$ cat config.mk
export PLATFORM = sky130hd
export DESIGN_NAME = reaction_session_ctrl
export DESIGN_NICKNAME = d
export VERILOG_FILES = /design/src/rtl/reaction_pkg.sv /design/src/rtl/reaction_session_lfsr.sv /design/src/rtl/reaction_session_ctrl.sv
export SDC_FILE = /design/constraint.sdc
export NUM_CORES = 1
export LEC_CHECK = 0
export ABC_AREA = 1
export CAP_MARGIN = 20
export CORE_UTILIZATION = 41
export CTS_CLUSTER_DIAMETER = 100
export DETAILED_ROUTE_END_ITERATION = 8
export DONT_BUFFER_PORTS = 1
export PLACE_DENSITY = 0.62
export SLEW_MARGIN = 20
export SYNTH_ARGS = -nofsm -noshare
export SYNTH_HDL_FRONTEND = slang
export SYNTH_HIERARCHICAL = 1
export SYNTH_SLANG_ARGS = --single-unit
$ cat constraint.sdc
create_clock -name clk -period 4.43 [get_ports clk]
set_input_delay 0.443 -clock clk [delete_from_list [all_inputs] [get_ports clk]]
set_output_delay 0.443 -clock clk [all_outputs]
set_load 0.01 [all_outputs]
$ cat src/rtl/reaction_pkg.sv
// reaction_pkg: shared state encoding, LFSR constants and timing defaults for the reaction session.
package reaction_pkg;
  typedef enum logic [2:0] {IDLE, ARM, WAIT_RAND, GO, LOG, COOL, DONE} session_state_t;
  localparam logic [15:0] LFSR_SEED     = 16'hACE1;
  localparam logic [15:0] LFSR_TAPS     = 16'hB400;
  localparam int          DEF_MIN_DELAY = 1000;
  localparam int          DEF_TIMEOUT   = 2000;
  localparam int          DEF_COOL_MS   = 500;
endpackage

$ cat src/rtl/reaction_session_lfsr.sv
// reaction_lfsr: free-running 16-bit Fibonacci LFSR supplying foreperiod randomness.
module reaction_lfsr
  import reaction_pkg::*;
(
  input  logic       clk,
  input  logic       reset,
  input  logic       en_i,
  output logic [9:0] rnd_o
);
  logic [15:0] lfsr_q;
  always_ff @(posedge clk) begin
    if (!reset) lfsr_q <= LFSR_SEED;
    else if (en_i) lfsr_q <= {lfsr_q[14:0], ^(lfsr_q & LFSR_TAPS)};
  end
  assign rnd_o = lfsr_q[9:0];
endmodule

$ cat src/rtl/reaction_session_ctrl.sv
// reaction_session_ctrl: multi-round reaction-timer sequencer with random foreperiod, timeout and best/average stats.
module reaction_session_ctrl
  import reaction_pkg::*;
#(
  parameter int ROUNDS    = 4,
  parameter int CNT_W     = 11,
  parameter int MIN_DELAY = DEF_MIN_DELAY,
  parameter int TIMEOUT   = DEF_TIMEOUT,
  parameter int COOL_MS   = DEF_COOL_MS
) (
  input  logic             clk,
  input  logic             reset,
  input  logic             ms_tick,
  input  logic             start,
  input  logic             ss,
  output logic             go,
  output logic             busy,
  output logic             false_start,
  output logic             timeout,
  output logic             result_valid,
  output logic [CNT_W-1:0] result_ms,
  output logic [CNT_W-1:0] best_ms,
  output logic [CNT_W-1:0] avg_ms,
  output logic [2:0]       round_idx,
  output logic             done
);
  localparam int LG    = $clog2(ROUNDS);
  localparam int SUM_W = CNT_W + LG;
  localparam int DLY_W = 16;
  session_state_t   state_q, state_d;
  logic [DLY_W-1:0] delay_q, delay_d, cool_q, cool_d;
  logic [CNT_W-1:0] react_q, react_d, best_q, best_d, result_q, result_d, avg_q, avg_d, res;
  logic [SUM_W-1:0] sum_q, sum_d;
  logic [2:0]       round_q, round_d;
  logic [9:0]       rnd;
  logic             go_q, busy_q, done_q, fs_q, fs_d, to_q, to_d, rv_q, log_en;
  reaction_lfsr u_lfsr (.clk(clk), .reset(reset), .en_i(1'b1), .rnd_o(rnd));
  always_comb begin
    state_d  = state_q;
    delay_d  = delay_q;
    react_d  = react_q;
    cool_d   = cool_q;
    sum_d    = sum_q;
    best_d   = best_q;
    result_d = result_q;
    avg_d    = avg_q;
    round_d  = round_q;
    fs_d     = 1'b0;
    to_d     = 1'b0;
    log_en   = 1'b0;
    res      = '0;
    case (state_q)
      IDLE, DONE: if (start) begin
        state_d = ARM;
        sum_d   = '0;
        best_d  = '1;
        round_d = '0;
      end
      ARM: begin
        delay_d = DLY_W'(MIN_DELAY) + DLY_W'(rnd);
        state_d = WAIT_RAND;
      end
      WAIT_RAND: begin
        delay_d = ms_tick ? delay_q - DLY_W'(1) : delay_q;
        if (ss) begin
          fs_d   = 1'b1;
          log_en = 1'b1;
          res    = CNT_W'(TIMEOUT);
        end else if (ms_tick && delay_q == DLY_W'(1)) begin
          react_d = '0;
          state_d = GO;
        end
      end
      GO: begin
        react_d = ms_tick ? react_q + CNT_W'(1) : react_q;
        if (ss) begin
          log_en = 1'b1;
          res    = react_q;
        end else if (react_q == CNT_W'(TIMEOUT)) begin
          to_d   = 1'b1;
          log_en = 1'b1;
          res    = CNT_W'(TIMEOUT);
        end
      end
      LOG: if (round_q == 3'(ROUNDS - 1)) begin
        state_d = DONE;
        avg_d   = CNT_W'(sum_q >> LG);
      end else begin
        round_d = round_q + 3'd1;
        cool_d  = '0;
        state_d = COOL;
      end
      COOL: if (ms_tick) begin
        cool_d  = cool_q + DLY_W'(1);
        state_d = cool_q == DLY_W'(COOL_MS - 1) ? ARM : COOL;
      end
      default: state_d = IDLE;
    endcase
    if (log_en) begin
      state_d  = LOG;
      result_d = res;
      sum_d    = sum_q + SUM_W'(res);
      best_d   = res < best_q ? res : best_q;
    end
  end
  always_ff @(posedge clk) begin
    if (!reset) begin
      state_q  <= IDLE;
      delay_q  <= '0;
      react_q  <= '0;
      cool_q   <= '0;
      sum_q    <= '0;
      best_q   <= '1;
      result_q <= '0;
      avg_q    <= '0;
      round_q  <= '0;
      go_q     <= 1'b0;
      busy_q   <= 1'b0;
      done_q   <= 1'b0;
      fs_q     <= 1'b0;
      to_q     <= 1'b0;
      rv_q     <= 1'b0;
    end else begin
      state_q  <= state_d;
      delay_q  <= delay_d;
      react_q  <= react_d;
      cool_q   <= cool_d;
      sum_q    <= sum_d;
      best_q   <= best_d;
      result_q <= result_d;
      avg_q    <= avg_d;
      round_q  <= round_d;
      go_q     <= state_d == GO;
      busy_q   <= !(state_d inside {IDLE, DONE});
      done_q   <= state_d == DONE;
      fs_q     <= fs_d;
      to_q     <= to_d;
      rv_q     <= log_en;
    end
  end
  assign go           = go_q;
  assign busy         = busy_q;
  assign done         = done_q;
  assign false_start  = fs_q;
  assign timeout      = to_q;
  assign result_valid = rv_q;
  assign result_ms    = result_q;
  assign best_ms      = best_q;
  assign avg_ms       = avg_q;
  assign round_idx    = round_q;
endmodule

---- Yosys cells after proc, flatten, opt, wreduce, memory -nomap -nowiden ----
Cells that the tools add are included.
word-level totals
  flip-flop bits (word level) ............. 117
  input bits .............................. 5
  output and inout port bits .............. 42
  word-level logic and storage cells ...... 102
operators by class
  $add $sub $neg .......................... 6
  order comparisons ....................... 1
  equal/unequal tests ..................... 20
  muxes and demuxes ....................... 35
  bitwise logic cells ..................... 2
  reduce and logical (&&, ||, !) cells .... 22
operator list
  kind                                                 number
  2-to-1 mux 11 bit                                    10
  case mux 16 bit (2 select lines)                     2
  2-to-1 mux 16 bit                                    3
  case mux 11 bit (2 select lines)                     2
  2-to-1 mux 13 bit                                    3
  2-to-1 mux 3 bit                                     8
  case mux 3 bit (6 select lines)                      1
  adder 16 x 1 -> 16 bit (second input constant)       1
  == test 16 x 1 -> 1 bit (second input constant)      1
  == test 16 x 9 -> 1 bit (second input constant)      1
  parity 16 bit                                        1
  subtractor 16 x 1 -> 16 bit (second input constant)  1
  inequality test 2 bit (second input constant)        7
  nonzero test 2 bit                                   7
  adder 13 x 11 -> 13 bit                              1
  == test 3 x 2 -> 1 bit (second input constant)       4
  == test 3 bit (second input constant)                4
  adder 10 x 10 -> 11 bit (first input constant)       1
  adder 11 x 1 -> 11 bit (second input constant)       1
  == test 11 bit (second input constant)               1
  less-than comparator 11 bit                          1
  AND reduction 3 bit                                  3
  AND reduction 2 bit                                  4
  zero test 3 bit                                      2
  other kinds (13)                                     16

---- Longest topological paths before layout ----
  depth in word-level cells ............... 9
  depth in mapped cells ................... 22

---- By module ----
The synthesis kept the hierarchy.
modules (own cells, without submodules)
  module                 times used  cells each  area an instance (um^2)  sequential area each (um^2)
  reaction_session_ctrl  1           893         6032.0                   2021.9
  reaction_lfsr          1           92          701.9                    320.3

---- Worst setup path after synthesis ----
OpenSTA, ideal clock, no wires.
  kind .................................... flip-flop to flip-flop
  from .................................... register react_q[0]
  to ...................................... register best_q[5], in the netlist best_ms[5]
  library setup time ...................... 0.131 ns
  data arrival time ....................... 2.408 ns
  path slack .............................. 1.891 ns
  stages on the path, launching flop included .. 22
  path buffers ............................ 2
  path through ............................ dfxtp_1 -> inv_1 -> ha_1 -> nand2_1 -> nor2_1 -> nand3_1 -> nand2_1 -> nand2_8 -> buf_2 -> nor2_1 -> ha_1 -> nand2_1 -> inv_1 -> nand2_1 -> nand2_1 -> nand2_1 -> nand3_1 -> nor2_4 -> nand2_2 -> buf_6 -> nand3_1 -> nand3_2
on the way
  cells in the longest elaborated chain, start to end .. 7
  elaborated cells on any way between the ends .. 13
  those cells by class .................... order compare (1); eq/ne (2); mux (7); reduce/logical (3)
ends and longest elaborated chain
  item                                      line                          source
  start: declaration                        reaction_session_ctrl.sv:32   logic [CNT_W-1:0] react_q, react_d, best_q, best_d, result_q, result_d, avg_q, avg_d, res;
  start signal: assignment                  reaction_session_ctrl.sv:126  react_q <= react_d;
  == test 11 bit                            reaction_session_ctrl.sv:79   end else if (react_q == CNT_W'(TIMEOUT)) begin
  2-to-1 mux 11 bit                         reaction_session_ctrl.sv:79
  2-to-1 mux 11 bit                         reaction_session_ctrl.sv:76   if (ss) begin
  case mux 11 bit (2 select lines)          reaction_session_ctrl.sv:52   case (state_q)
  net res[6]                                reaction_session_ctrl.sv:32
  less-than comparator 11 bit               reaction_session_ctrl.sv:103  best_d = res < best_q ? res : best_q;
  inequality test 2 x 1 -> 1 bit (no line)  -
  AND reduction 3 bit (no line)             -
  end signal: assignment                    reaction_session_ctrl.sv:129  best_q <= best_d;
  end: declaration                          reaction_session_ctrl.sv:32
The timed path passes the listed nets, and every way through them passes these cells.
A chain may end at the register's enable or synchronous reset.

---- Final worst setup path ----
  from .................................... register state_q[1]
  to ...................................... register best_q[0], in the netlist best_ms[0]
on the way
  cells in the longest elaborated chain, start to end .. 5
  elaborated cells on any way between the ends .. 14
  those cells by class .................... order compare (1); eq/ne (4); mux (4); reduce/logical (5)
ends and longest elaborated chain
  item                                          line                          source
  start: declaration                            reaction_session_ctrl.sv:30   session_state_t state_q, state_d;
  start signal: assignment                      reaction_session_ctrl.sv:124  state_q <= state_d;
  == test 3 x 2 -> 1 bit                        reaction_session_ctrl.sv:52
  case mux 11 bit (2 select lines) (*)          reaction_session_ctrl.sv:52
  net res[8]                                    reaction_session_ctrl.sv:32
  less-than comparator 11 bit (*)               reaction_session_ctrl.sv:103
  inequality test 2 x 1 -> 1 bit (no line) (*)  -
  AND reduction 3 bit (no line) (*)             -
The timed path passes the listed nets; every way through them passes the cells marked *. The select of a mux whose other input is x is not followed.

==> reports/qor.yml <==
synth:
  yosys_warnings: 6
  ys_ff_latch: 117
  synth.area.top_cells: "dfxtp_1 (35%), nand2_1 (13%), nor2_1 (8.5%), nand3_1 (5.4%), ha_1 (5.4%)"
  async_reset_ff_frac: 0
  netlist.area_leader.share: 0.3478
  syn_area_per_cell_sq_um: 6.837
  yosysTopAreaCell: "dfxtp_1"
  synth_edf_count: 0
  ys_seq_area_frac: 0.3478
  synth.distinct_cells: 53
  synth_nets: 1020
  synth_cells: 985
  syn-cell-area_sq_um: 6734
  ys.flop_type: "dfxtp_1"
sta:
  fin_crit_sh: 0.6554
  hold_violations: 0
  clock.fmax_mhz: 344.4
  worstMarginPinSlew_ns: 0.8243
  slew_violations: 0
  skew_ns: 0.008041
  rsz0062_at_grt: "no"
  layout_setup_ws_ns: 1.526
  slew_headroom: 0.4504
  tns_ns: 0
  setup_violations: 0
  whs_ns: 0.1155
  period_needed_ns: 2.904
cts:
  htreeDepth: 4
  cts-root-buf: "clkbuf_16"
  cts.sinks: 117
  clkTransAtPathRegs_ns: 0.06
  cts_setup_buffers: 0
  max-clock-path-buffers: 2
  insertion_delay_ns: 0.42
  cts_hold_buf: 0
  numCtsBuffers: 17
  cts_tree: "done"
  cts_resized: 0
power:
  total_power_mw: 3.166
  p_leak_nw: 3.273
  vdd_drop_max_v: 0.0002663
  power_density_nw_per_um2: 430.5
global_route:
  grt_first_pass_wirelength_microns: 27410
  grt_overflow: 0
  grt_max_degree: 63
  antenna_found_initial: 0
  grt_usage: 0.2073
  grt_pass1_vias: 5412
critical_path:
  crit_end: "best_ms[0]$_SDFFE_PN1P_"
  slowest_stage: "dfxtp_1"
  worstSetupStartpoint: "state_q[1]$_SDFF_PN0_"
  reg2reg_from: "state_q[1]$_SDFF_PN0_"
  reg2reg_depth: 16
  end_kind: "register"
  worstSetupPathType: "register to register"
  cp_cell_sequence: "nand3_2, nor2_2, nor2_4, inv_4, nand2_8, nor2_1, ha_1, nand2_1, inv_1, o21bai_1, nand3_1, nor2_4, nand2_2, nand2_4, nand2_1, nand3_1"
  regToRegSetupSlack_ns: 1.53
  path_delay_family: "simple AND/OR/NAND/NOR gates"
  worstPathMaxFanout: 26
  r2r_end: "best_ms[0]$_SDFFE_PN1P_"
  cp_slowest_stage_delay_ns: 0.51
  cp.depth: 16
  crit_buf_inv: 2
  start_kind: "register"
  cp.required_ns: 4.78
  worstPathArrival_ns: 3.26
floorplan:
  coreArea_sq_um: 15940
  die_w_microns: 130.2
  ioPinCount: 47
  row_count: 46
  dieArea_sq_um: 16940
  floorplan.initialDensity: 0.4224
  die_h_microns: 130.2
placement:
  place_congestion: 0.9016
  post-place-ws_ns: 1.554
  port_buffers: 0
  dp_hpwl_microns: 11830
route:
  firstDrtPassIters: 5
  drtIter0Drc: 494
  vias_per_cell: 5.144
  drt-wirelength-per-cell_microns: 13.91
  via_count: 6121
  drcViolationCount: 0
  drt_wl_total_microns: 16550
  ant_nets: 0
worst_hold_path:
  hold_path.class: "input port to register"
  hp-start: "ss"
  hold_depth: 1
final_layout:
  utilization: 0.4613
  antenna_cells: 0
  fillers: 1644
  nets: 996
  area_growth_pct: 9.216
  drive_gt1_frac: 0.08008
job:
  maxCapViolCount: 0
run_status:
  outcome: "finished clean"
cells by family (layout without fill, tap and decap cells):
family,count (synthesis),after routing,share of synthesized area
other,1,1,0.0005569
flip-flops,117,117,0.3478
XOR/XNOR,20,20,0.02601
adder cells (fa/ha/maj),30,30,0.05686
AND/OR/NAND/NOR,534,534,0.3499
AO/OA/AOI/OAI,142,142,0.1213
buffers and inverters,141,130,0.09755
power breakdown:
part	switching, mW	total, mW	internal [mW]
clock	0.506	1.43	0.927
sequential	0.0912	1.22	1.12
combinational	0.339	0.518	0.179
total	0.937	3.17	2.23
metal layers:
layer,wire length (microns),share of wire,track usage,up-vias
li1,-,-,-,3172
met1,8141,0.49,0.2964,2770
met2,7049,0.43,0.3016,160
met3,1133,0.068,0.05576,19
met4,223,0.013,0.06088,0
met5,0,0,0,-
placed cells by master, fill, tap and decap left out, drive strengths merged, types with 3 or more instances in the layout:
cell      netlist  routed
nor3           20      20
nand3          76      76
a31oi           5       5
dfxtp         117     117
o21bai          3       3
nand2         241     241
nor2          157     157
bufinv          0       3
o211ai          4       4
clkinv          2       7
a31o            3       3
xor2           16      16
o21ai          42      42
nor3b           4       4
clkbuf         15      20
inv            94      94
ha             29      29
a21oi          69      69
xnor2           4       4
or2             3       3
clkinvlp        0       4
nand4          28      28
o211a           6       6
cell type report:
| cell class | count | area, sq um | share of cell area |
|---|---|---|---|
| timing repair buffer | 2 | 15.01 | 0.002042 |
| sequential | 117 | 2342 | 0.3185 |
| clock inverter | 12 | 152.6 | 0.02076 |
| inverter | 96 | 372.9 | 0.05070 |
| clock buffer | 20 | 466.7 | 0.06346 |
| tap | 216 | 270.3 | 0.03675 |
| multi-input combinational | 727 | 3735 | 0.5078 |
how the worst min path moves through the flow:
stage / endpoint
5_1_grt: timeout$_SDFF_PP0_
4_1_cts: timeout$_SDFF_PP0_
6_report: timeout$_SDFF_PP0_
2_1_floorplan: u_lfsr/lfsr_q[15]$_SDFFE_PN1P_
3_3_place_gp: delay_q[13]$_SDFFE_PN0P_
3_5_place_dp: delay_q[13]$_SDFFE_PN0P_
state kept, by name, indices dropped and copies added (netlist names):
register / cells
cool_q: 16
delay_q: 16
u_lfsr/lfsr_q: 16
sum_q: 13
avg_ms: 11
best_ms: 11
react_q: 11
result_ms: 11
round_idx: 3
state_q: 3
busy: 1
done: 1
false_start: 1
go: 1
result_valid: 1
timeout: 1
metrics by stage:
step / cell area [sq um] / cells
final: 7355 / 1190
after global routing: 7355 / 1190
after CTS: 7355 / 1190
after detailed placement: 6735 / 1158
after global placement: 6735 / 1158
after floorplan: 6734 / 985
cells in the mapped netlist, drive strengths merged (4+ instances only):
library cell / instances
a21oi: 69
a31oi: 5
buf: 30
clkbuf: 15
dfxtp: 117
ha: 29
inv: 94
nand2: 241
nand3: 76
nand4: 28
nor2: 157
nor3: 20
nor3b: 4
o211a: 6
o211ai: 4
o21ai: 42
xnor2: 4
xor2: 16
Power figures use the tool's default switching activity.
